[config.mk]
export PLATFORM = sky130hd
export DESIGN_NAME = jk_universal_register
export DESIGN_NICKNAME = d
export VERILOG_FILES = /design/src/rtl/jk_universal_register.sv
export SDC_FILE = /design/constraint.sdc
export NUM_CORES = 1
export LEC_CHECK = 0
export BUFFER_PORTS_ARGS = -buffer_cell sky130_fd_sc_hd__buf_2
export CORE_ASPECT_RATIO = 0.8
export CORE_MARGIN = 2
export CORE_UTILIZATION = 56
export DETAILED_ROUTE_END_ITERATION = 7
export PLACE_DENSITY = 0.95
export SLEW_MARGIN = 25
export SYNTH_ARGS = -nofsm -noshare
export SYNTH_HDL_FRONTEND = slang
export SYNTH_SLANG_ARGS = --single-unit
[constraint.sdc]
create_clock -name clk -period 6.3 [get_ports clk]
set_clock_uncertainty 0.05 [all_clocks]
set_input_delay 1.89 -clock clk [delete_from_list [all_inputs] [get_ports clk]]
set_output_delay 1.89 -clock clk [all_outputs]
set_load 0.005 [all_outputs]
[src/rtl/jk_universal_register.sv]
// Multi-mode WIDTH-bit register: hold, load, shift, modulo count, per-bit JK and toggle.
// Optional build macro JK_UNIV_REG_SATURATE_EN makes INC/DEC saturate instead of wrap.
module jk_universal_register #(
  parameter int unsigned      WIDTH       = 8,
  parameter logic [WIDTH-1:0] RESET_VALUE = '0,
  parameter logic [WIDTH-1:0] MAX_COUNT   = {WIDTH{1'b1}}
) (
  input  logic             clk,
  input  logic             rst,
  input  logic             en,
  input  logic [2:0]       mode,
  input  logic [WIDTH-1:0] d,
  input  logic [WIDTH-1:0] k,
  input  logic             sin_l,
  input  logic             sin_r,
  output logic [WIDTH-1:0] q,
  output logic [WIDTH-1:0] q_n,
  output logic             sout,
  output logic             tc
);

  typedef enum logic [2:0] {
    MODE_HOLD = 3'b000,
    MODE_LOAD = 3'b001,
    MODE_SHL  = 3'b010,
    MODE_SHR  = 3'b011,
    MODE_INC  = 3'b100,
    MODE_DEC  = 3'b101,
    MODE_JK   = 3'b110,
    MODE_TGL  = 3'b111
  } mode_e;

  logic [WIDTH-1:0] q_q;
  logic [WIDTH-1:0] q_d;
  mode_e            mode_sel;
  logic             at_top;
  logic             at_zero;
  logic             out_of_range;

  assign mode_sel     = mode_e'(mode);
  assign at_top       = (q_q >= MAX_COUNT);
  assign at_zero      = (q_q == '0);
  assign out_of_range = (q_q > MAX_COUNT);

  always_comb begin
    q_d = q_q;
    if (en) begin
      unique case (mode_sel)
        MODE_HOLD: q_d = q_q;
        MODE_LOAD: q_d = d;
        MODE_SHL:  q_d = {q_q[WIDTH-2:0], sin_l};
        MODE_SHR:  q_d = {sin_r, q_q[WIDTH-1:1]};
        MODE_INC: begin
`ifdef JK_UNIV_REG_SATURATE_EN
          q_d = at_top ? MAX_COUNT : q_q + WIDTH'(1);
`else
          q_d = at_top ? '0 : q_q + WIDTH'(1);
`endif
        end
        MODE_DEC: begin
          // Out-of-range values re-enter the count range at the top in both builds.
          if (out_of_range) begin
            q_d = MAX_COUNT;
          end else if (at_zero) begin
`ifdef JK_UNIV_REG_SATURATE_EN
            q_d = '0;
`else
            q_d = MAX_COUNT;
`endif
          end else begin
            q_d = q_q - WIDTH'(1);
          end
        end
        MODE_JK:  q_d = (d & ~q_q) | (~k & q_q);
        MODE_TGL: q_d = q_q ^ d;
        default:  q_d = q_q;
      endcase
    end
  end

  // sout tracks the mode even while en=0; tc is gated by en.
  always_comb begin
    sout = 1'b0;
    tc   = 1'b0;
    unique case (mode_sel)
      MODE_SHL: sout = q_q[WIDTH-1];
      MODE_SHR: sout = q_q[0];
      MODE_INC: tc   = en & at_top;
      MODE_DEC: tc   = en & at_zero;
      default: begin
        sout = 1'b0;
        tc   = 1'b0;
      end
    endcase
  end

  always_ff @(posedge clk) begin
    if (rst) begin
      q_q <= RESET_VALUE;
    end else begin
      q_q <= q_d;
    end
  end

  assign q   = q_q;
  assign q_n = ~q_q;

endmodule
# --- Word level (Yosys, flattened, before mapping) ---
# Cells that the tools add are included.
totals:
  out_inout_bits: 18
  input_bits: 24
  register_bits: 8
  word_cells: 30
op_classes:
  magnitude_cmp: 2
  addsub: 2
  n_reduce_logical: 3
  mux: 6
  bitwise: 9
  eq_ne: 7
op_table:
  columns: ["operator", "n"]
  rows:
  - ["$pmux 8 s7", 1]
  - ["$mux 8", 3]
  - ["$and 8x8->8", 2]
  - ["$not 8->8", 2]
  - ["$eq 3x3->1 const B", 4]
  - ["$add 8x1->8 const B", 1]
  - ["$ge 8x8->1 const B", 1]
  - ["$gt 8x8->1 const B", 1]
  - ["$logic_not 8->1", 1]
  - ["$or 8x8->8", 1]
  - ["$sub 8x1->8 const B", 1]
  - ["$xor 8x8->8", 1]
  - ["$eq 3x2->1 const B", 2]
  - ["$pmux 1 s2", 2]
  - ["$eq 3x1->1 const B", 1]
  - ["$logic_not 3->1", 1]
  - ["$and 1x1->1", 2]
  - ["$reduce_and 2->1", 1]
  - ["$not 1->1", 1]

# --- Longest topological paths before layout ---
# Gate-level depths: netlist (run 1).
logic_depth:
  depth_word: 4
  ltp_mapped: 8
  ltp_nobuf: 6

# --- Worst setup path before layout (run 1) ---
# OpenSTA, ideal clock, no wires.
synth_timing:
  path_kind: "input port to output port"
  from: "input port mode[2]"
  to: "output port tc"
  setup_slack_ps: 1380
  arrival_ps: 2980
  stages: 4
  path_cell_list: "clkbuf_1 -> nand3b_1 -> or4_1 -> a21boi_1"
synth_between:
  elab_chain_len: 2
  word_cells_on_any_way: 3
  classes_between: "eq/ne: 2; mux: 1"
synth_lines:
  columns: ["element", "line_no", "text"]
  rows:
  - ["from (decl)", "11", "input logic [2:0] mode,"]
  - ["$eq 3x3->1", "85", "unique case (mode_sel)"]
  - ["$pmux 1 s2 *", "85", null]
  - ["to (decl)", "19", "output logic tc"]
# Mark *: on every way between the ends. The rest lies on a longest branch, timed or not.

# --- Worst setup path after layout (run 1) ---
# Same ends and word-level chain as after synthesis.

==> impl_metrics.env, run 1 <==
export IMPL_endpoint_kind="primary output"
export IMPL_peakVddDrop_mv=0.0805
export IMPL_die_area_mm2=0.00282
export IMPL_synth_common_cells="14 x nor2_1, 13 x clkbuf_1, 12 x a21oi_1"
export IMPL_yosysUniqueCellTypes=49
export IMPL_drt_iter0_markers=175
export IMPL_gp_congestion=0.991
export IMPL_synthAdderAreaFrac_pct=2.79
export IMPL_ff2ff_path_depth=6
export IMPL_post_cts_buffers=0
export IMPL_crit_type="in -> out"
export IMPL_grt_pass1_vias=1338
export IMPL_drv_cap=0
export IMPL_grt_max_degree=35
export IMPL_rsz0062_at_grt="no"
export IMPL_clk_pin_slew_ns=0.06
export IMPL_violations="design-rule violations"
export IMPL_max_slew_margin_pct=52.0
export IMPL_wl_met2_mm=1.68
export IMPL_synth_top_family_by_area="compound AO/OA/AOI/OAI gates"
export IMPL_synthSimpleGateAreaFrac_pct=30.0
export IMPL_synth_xor_area_share_pct=0.650
export IMPL_synth_area_leaders="dfxtp_1 12%, mux2i_1 5.9%, a211oi_1 5.0%"
export IMPL_cts_resized_gates=0
export IMPL_max_slew_worst_pin_slew_ns=0.719
export IMPL_worstSkewPairLatency_ns=0.26
export IMPL_fin_nets=247
export IMPL_cts_tree="built"
export IMPL_fin_util_pct=68.1
export IMPL_grt_pass1_wl_mm=6.44
export IMPL_internal_power_uw=121
export IMPL_yosysMostFrequentCell="nor2_1"
export IMPL_antenna_found_initial=0
export IMPL_arrival_ns=3.36
export IMPL_setup_violations=0
export IMPL_start_kind="primary input"
export IMPL_reg2reg_to="q[5]"
export IMPL_hold_viol_final=0
export IMPL_wl_per_cell_um=16.7
export IMPL_cts_buffers_inserted=3
export IMPL_dr_max_layer_used="met4"
export IMPL_cp_startpoint="mode[2]"
export IMPL_drt_met1_wl_mm=1.70
export IMPL_cpPeakStageDelay_ns=0.56
export IMPL_period_minus_slack_ns=5.30
export IMPL_wl_mm=4.05
export IMPL_area_growth_syn_to_layout_pct=11.9
export IMPL_first_pass_iters=8
export IMPL_avgViaCountPerCell=6.84
export IMPL_power_frac_comb_pct=45.9
export IMPL_root_buffer="clkbuf_4"
export IMPL_seq_area_frac_synth_pct=11.9
export IMPL_clockPowerShare_pct=20.4
export IMPL_ys_warn_count=0
export IMPL_clock_path_buffers=2
export IMPL_fin_crit_sh_pct=84.2
export IMPL_dp_cells=240
export IMPL_slew_violations=0
export IMPL_antenna_left=0
export IMPL_sw_frac_of_total_pct=42.9
export IMPL_syn_nets=222
export IMPL_synth_edff_count=0
export IMPL_cts_hold_buf=0
export IMPL_p_leak_uw=0.000618
export IMPL_hp_class="reg -> reg"
export IMPL_cp_slowest_cell="or4_1"
export IMPL_async_reset_ff_share_pct=0
export IMPL_core_area_mm2=0.00221
export IMPL_cellPowerDensity_mw_per_mm2=140
export IMPL_diodes=0
export IMPL_cts_sinks=8
export IMPL_n_fill_cell=202
export IMPL_std_cell_rows=15
export IMPL_synthMuxAreaShare_pct=10.1
export IMPL_track_usage_pct=30.5
export IMPL_synth_seq_cells=8
export IMPL_drive_gt1_share_pct=25.2
export IMPL_htreeDepth=1
export IMPL_syn_inst=195
export IMPL_yosysTopAreaCell="dfxtp_1"
export IMPL_largest_register_ffs=8
export IMPL_timing_fmax_ghz=0.189
export IMPL_gr_total_overflow=0
export IMPL_r2r_setup_slack_ns=3.95
export IMPL_wl_met3_um=615
export IMPL_initial_core_util_pct=60.8
export IMPL_netlist_area_mm2=0.00135
export IMPL_synth_top_area_share_pct=11.9
export IMPL_synth_compound_area_share_pct=33.6
export IMPL_fp_dieW_um=58.8
export IMPL_seqPwrFrac_pct=33.8
export IMPL_die_y_um=47.9
export IMPL_ios=42
export IMPL_reg2reg_from="q[0]"
export IMPL_worst_path_most_repeated_cell="buf_2"
export IMPL_p_switching_uw=90.5
export IMPL_synth_ff_type="dfxtp_1"
export IMPL_syn_mean_instance_area_um2=6.91
export IMPL_via_count=1663
export IMPL_tns_ns=0
export IMPL_dpl_hpwl_mm=2.94
export IMPL_worstPathMaxFanout=22
export IMPL_io_buffers=41
export IMPL_setup_worst_path_end="tc"
export IMPL_stdcell_count=243
export IMPL_crit_chain="buf_2 -> nand3b_1 -> or4_1 -> a21boi_1 -> buf_2"
export IMPL_drc=4
export IMPL_status="finished, violations left"
export IMPL_worstPathRequired_ns=4.36
## final cells by class
cell class | count | area [um2] | share of cell area (%)
Sequential cell | 8 | 160 | 10.6
Timing Repair Buffer | 42 | 213 | 14.1
Multi-Input combinational cell | 154 | 1040 | 69.0
Clock buffer | 3 | 22.5 | 1.49
Inverter | 11 | 41.3 | 2.74
Tap cell | 25 | 31.3 | 2.07
## cells by family after synthesis
family / after synthesis
flip-flops: 8
AO/OA/AOI/OAI: 66
multiplexers: 13
AND/OR/NAND/NOR: 71
XOR/XNOR: 1
buffers and inverters: 33
adder cells (fa/ha/maj): 3
## power by group through the flow
| stage | Sequential (uW) | Combinational [uW] | Clock [uW] |
|---|---|---|---|
| after CTS | 70.2 | 94.5 | 42.9 |
| after global routing | 72.4 | 106 | 45.3 |
| after floorplan | 59.9 | 78.7 | 0 |
| final | 71.3 | 96.8 | 43.0 |
| after detailed placement | 71.5 | 93.8 | 0 |
| after global placement | 71.5 | 93.0 | 0 |
## per-stage QoR
stage          setup WS [ns]  power, uW  hold slack [ns]  cell area, um2
4_1_cts                 1.07        208            0.600            1510
3_3_place_gp            1.10        164            0.595            1490
5_1_grt                0.965        224            0.623            1510
6_report               0.996        211            0.610            1510
2_1_floorplan           1.38        139            0.583            1350
3_5_place_dp            1.08        165            0.591            1490
## cell usage in the layout, fill, tap and decap left out, types with 4 or more instances in the layout
master and n:
nand3_1 6, a31oi_1 4, mux2_2 5, o21ai_0 9, mux2i_1 8, a21oi_1 12, inv_1 11, o211ai_1 5
nand4b_1 4, dfxtp_1 8, nor3_1 5, a211oi_1 9, buf_2 41, nand2b_1 5, nor2b_1 5, nor2_1 14
nand2_1 10
## metal layers
metal  vias to the layer above  track usage (%)
met3                         8             4.59
met5                         -                0
met2                       145             47.1
met4                         0             9.55
met1                       723             43.8
li1                        787                -
## worst min-delay path by stage
stage          start    to  slack [ns]  depth (start not counted)
5_1_grt         q[5]  q[5]        0.62                          2
3_3_place_gp    q[5]  q[5]        0.60                          2
3_5_place_dp    q[5]  q[5]        0.59                          2
6_report        q[5]  q[5]        0.61                          2
2_1_floorplan   q[5]  q[5]        0.58                          3
4_1_cts         q[5]  q[5]        0.60                          2
## critical path, delay by kind of cell
kind / cells / cell delay [ns]
AO/OA/AOI/OAI: 1 / 0.18
AND/OR/NAND/NOR: 2 / 0.84
buffers and inverters: 2 / 0.45
No activity file was read; power rests on OpenSTA's default activity.
==> inputs of run 2 (changes only) <==
--- a/config.mk
+++ b/config.mk
@@ -5,12 +5,13 @@
 export SDC_FILE = /design/constraint.sdc
 export NUM_CORES = 1
 export LEC_CHECK = 0
+export ABC_AREA = 1
 export BUFFER_PORTS_ARGS = -buffer_cell sky130_fd_sc_hd__buf_2
 export CORE_ASPECT_RATIO = 0.8
 export CORE_MARGIN = 2
-export CORE_UTILIZATION = 56
+export CORE_UTILIZATION = 51
 export DETAILED_ROUTE_END_ITERATION = 7
-export PLACE_DENSITY = 0.95
+export PLACE_DENSITY = 0.91
 export SLEW_MARGIN = 25
 export SYNTH_ARGS = -nofsm -noshare
 export SYNTH_HDL_FRONTEND = slang
==> constraint.sdc (replaced) <==
create_clock -name clk -period 4.9 [get_ports clk]
set_clock_uncertainty 0.05 [all_clocks]
set_input_delay 1.47 -clock clk [delete_from_list [all_inputs] [get_ports clk]]
set_output_delay 1.47 -clock clk [all_outputs]
set_load 0.005 [all_outputs]
==> run 2 against run 1 <==
  * The run now ends clean
  * Sequential power rose by 20%
  * Largest power group unchanged
  * Via count rose by 4.4%
  * Synthesized cell count rose by 30%
  * Final cell count rose by 29%
  * Critical path type unchanged
  * Register-to-register slack got worse by 0.88 ns
  * Cell area fell by 3.1%
==> impl_metrics.env, run 2 <==
export IMPL_status="finished, final reports clean"
export IMPL_syn_nets=280
export IMPL_syn_mean_instance_area_um2=4.92
export IMPL_synthMuxAreaShare_pct=0
export IMPL_rsz0062_at_grt="no"
export IMPL_layout_common_cells="95 x nand2_1, 41 x buf_2, 38 x nor2_1, 33 x nand3_1, 25 x inv_1"
export IMPL_slew_violations=0
export IMPL_core_area_mm2=0.00223
export IMPL_yosysUniqueCellTypes=24
export IMPL_cts_hold_buf=0
export IMPL_grt_pass1_wl_mm=6.00
export IMPL_synthSimpleGateAreaFrac_pct=59.0
export IMPL_synth_top_family_by_area="simple AND/OR/NAND/NOR gates"
export IMPL_n_fill_cell=236
export IMPL_tns_ns=0
export IMPL_fin_nets=317
export IMPL_synth_compound_area_share_pct=12.9
export IMPL_drt_iter0_markers=146
export IMPL_internal_power_uw=143
export IMPL_p_switching_uw=114
export IMPL_endpoint_kind="primary output"
export IMPL_area_growth_syn_to_layout_pct=17.4
export IMPL_p_leak_uw=0.000782
export IMPL_seq_area_frac_synth_pct=12.9
export IMPL_io_buffers=41
export IMPL_synthAdderAreaFrac_pct=3.02
export IMPL_ios=42
export IMPL_die_area_mm2=0.00285
export IMPL_sw_frac_of_total_pct=44.2
export IMPL_async_reset_ff_share_pct=0
export IMPL_drv_cap=0
export IMPL_peakVddDrop_mv=0.118
export IMPL_std_cell_rows=15
export IMPL_hold_viol_final=0
export IMPL_clockPowerShare_pct=20.4
export IMPL_start_kind="primary input"
export IMPL_hp_class="reg -> reg"
export IMPL_antenna_found_initial=0
export IMPL_gr_total_overflow=0
export IMPL_synth_edff_count=0
export IMPL_htreeDepth=1
export IMPL_worstSkewPairLatency_ns=0.26
export IMPL_arrival_ns=2.53
export IMPL_max_slew_margin_pct=59.3
export IMPL_cts_tree="built"
export IMPL_max_slew_worst_pin_slew_ns=0.610
export IMPL_dpl_hpwl_mm=2.96
export IMPL_antenna_left=0
export IMPL_fp_dieW_um=59.2
export IMPL_cellPowerDensity_mw_per_mm2=176
export IMPL_cts_resized_gates=0
export IMPL_wl_mm=3.87
export IMPL_power_frac_comb_pct=46.3
export IMPL_gp_congestion=0.960
export IMPL_seqPwrFrac_pct=33.2
export IMPL_synth_xor_area_share_pct=0.704
export IMPL_clock_path_buffers=2
export IMPL_diodes=0
export IMPL_synth_common_cells="95 x nand2_1, 38 x nor2_1, 33 x nand3_1"
export IMPL_via_count=1737
export IMPL_clk_pin_slew_ns=0.05
export IMPL_root_buffer="clkbuf_4"
export IMPL_drive_gt1_share_pct=17.7
export IMPL_period_minus_slack_ns=4.05
export IMPL_grt_pass1_vias=1380
export IMPL_yosysMostFrequentCell="nand2_1"
export IMPL_synth_seq_cells=8
export IMPL_grt_max_degree=17
export IMPL_whs_ns=0.576
export IMPL_cts_buffers_inserted=3
export IMPL_ys_warn_count=0
export IMPL_wl_per_cell_um=12.4
export IMPL_netlist_area_mm2=0.00124
export IMPL_mostFrequentLayoutCell="nand2_1"
export IMPL_timing_fmax_ghz=0.247
export IMPL_die_y_um=48.2
export IMPL_syn_inst=253
export IMPL_worstPathMaxFanout=10
export IMPL_avgViaCountPerCell=5.55
export IMPL_yosysTopAreaCell="nand2_1"
export IMPL_totalPowerFinal_uw=257
export IMPL_cts_sinks=8
export IMPL_synth_area_leaders="nand2_1 29%, nand3_1 13%, dfxtp_1 13%"
export IMPL_synth_top_area_share_pct=28.6
export IMPL_setup_violations=0
export IMPL_post_cts_buffers=0
export IMPL_drc=0
export IMPL_crit_type="in -> out"
export IMPL_fin_crit_sh_pct=82.6
export IMPL_largest_register_ffs=8
export IMPL_synth_ff_type="dfxtp_1"
export IMPL_worstPathRequired_ns=3.38
export IMPL_first_pass_iters=5
export IMPL_initial_core_util_pct=55.7
export IMPL_track_usage_pct=27.9
## run 2: cell types whose count changed after synthesis, sizes merged, moves of 8 or more
cell | previous run | this run
a211oi | 9 | 0
clkbuf | 13 | 1
mux2i | 8 | 0
inv | 11 | 27
nand2 | 10 | 95
nand3 | 6 | 33
nor2 | 14 | 40
## run 2: area by class of cell
type	count	area, um2	area share (%)
timing repair buffer	41	205	14.0
multi-input combinational	209	941	64.4
clock buffer	3	22.5	1.54
tap	25	31.3	2.14
inverter	27	101	6.93
sequential	8	160	11.0
## run 2: routing by layer
layer,routed length (um),track usage [%],up-vias,share of wire (%)
li1,-,-,879,-
met1,1730,38.2,754,45
met2,1680,48.8,99,43
met3,419,1.86,5,11
met4,31,7.27,0,0.80
met5,0,0,-,0
## run 2: final timing paths
path,endpoint,start,slack (ns),depth (start not counted)
hold reg to reg,q[1],q[1],0.58,2
setup / recovery,tc,mode[0],0.85,6
hold / removal,q[1],q[1],0.58,2
setup reg to reg,q[4],q[0],3.07,8
## run 2: logic make-up after synthesis
family,count (synthesis)
xor gates and xnor gates,1
buffers and inverters,36
AOI/OAI and AO/OA,29
and+or+nand+nor,176
adders and majority gates,3
DFF,8
## run 2: critical path: stages
cell	delay, ns
buf_2	0.12
inv_1	0.11
nor3_4	0.36
o21ai_0	0.17
a21oi_1	0.16
buf_2	0.15
## run 2: metrics by stage
| stage | cells | util (%) | instance area (um2) | worst slack, ns |
|---|---|---|---|---|
| 6_report | 313 | 65.4 | 1460 | 0.853 |
| 5_1_grt | 313 | 65.4 | 1460 | 0.752 |
| 4_1_cts | 313 | 65.4 | 1460 | 0.893 |
| 3_5_place_dp | 310 | 64.4 | 1440 | 0.897 |
| 3_3_place_gp | 310 | 64.4 | 1440 | 0.941 |
| 2_1_floorplan | 253 | - | 1240 | 1.18 |
## run 2: power by group through the flow
| stage | logic, uW | clock network (uW) | registers [uW] |
|---|---|---|---|
| after floorplan | 87.2 | 0 | 76.6 |
| after global placement | 115 | 0 | 86.3 |
| after detailed placement | 116 | 0 | 86.3 |
| after CTS | 117 | 52.4 | 84.8 |
| after global routing | 135 | 53.9 | 87.0 |
| final | 119 | 52.5 | 85.4 |
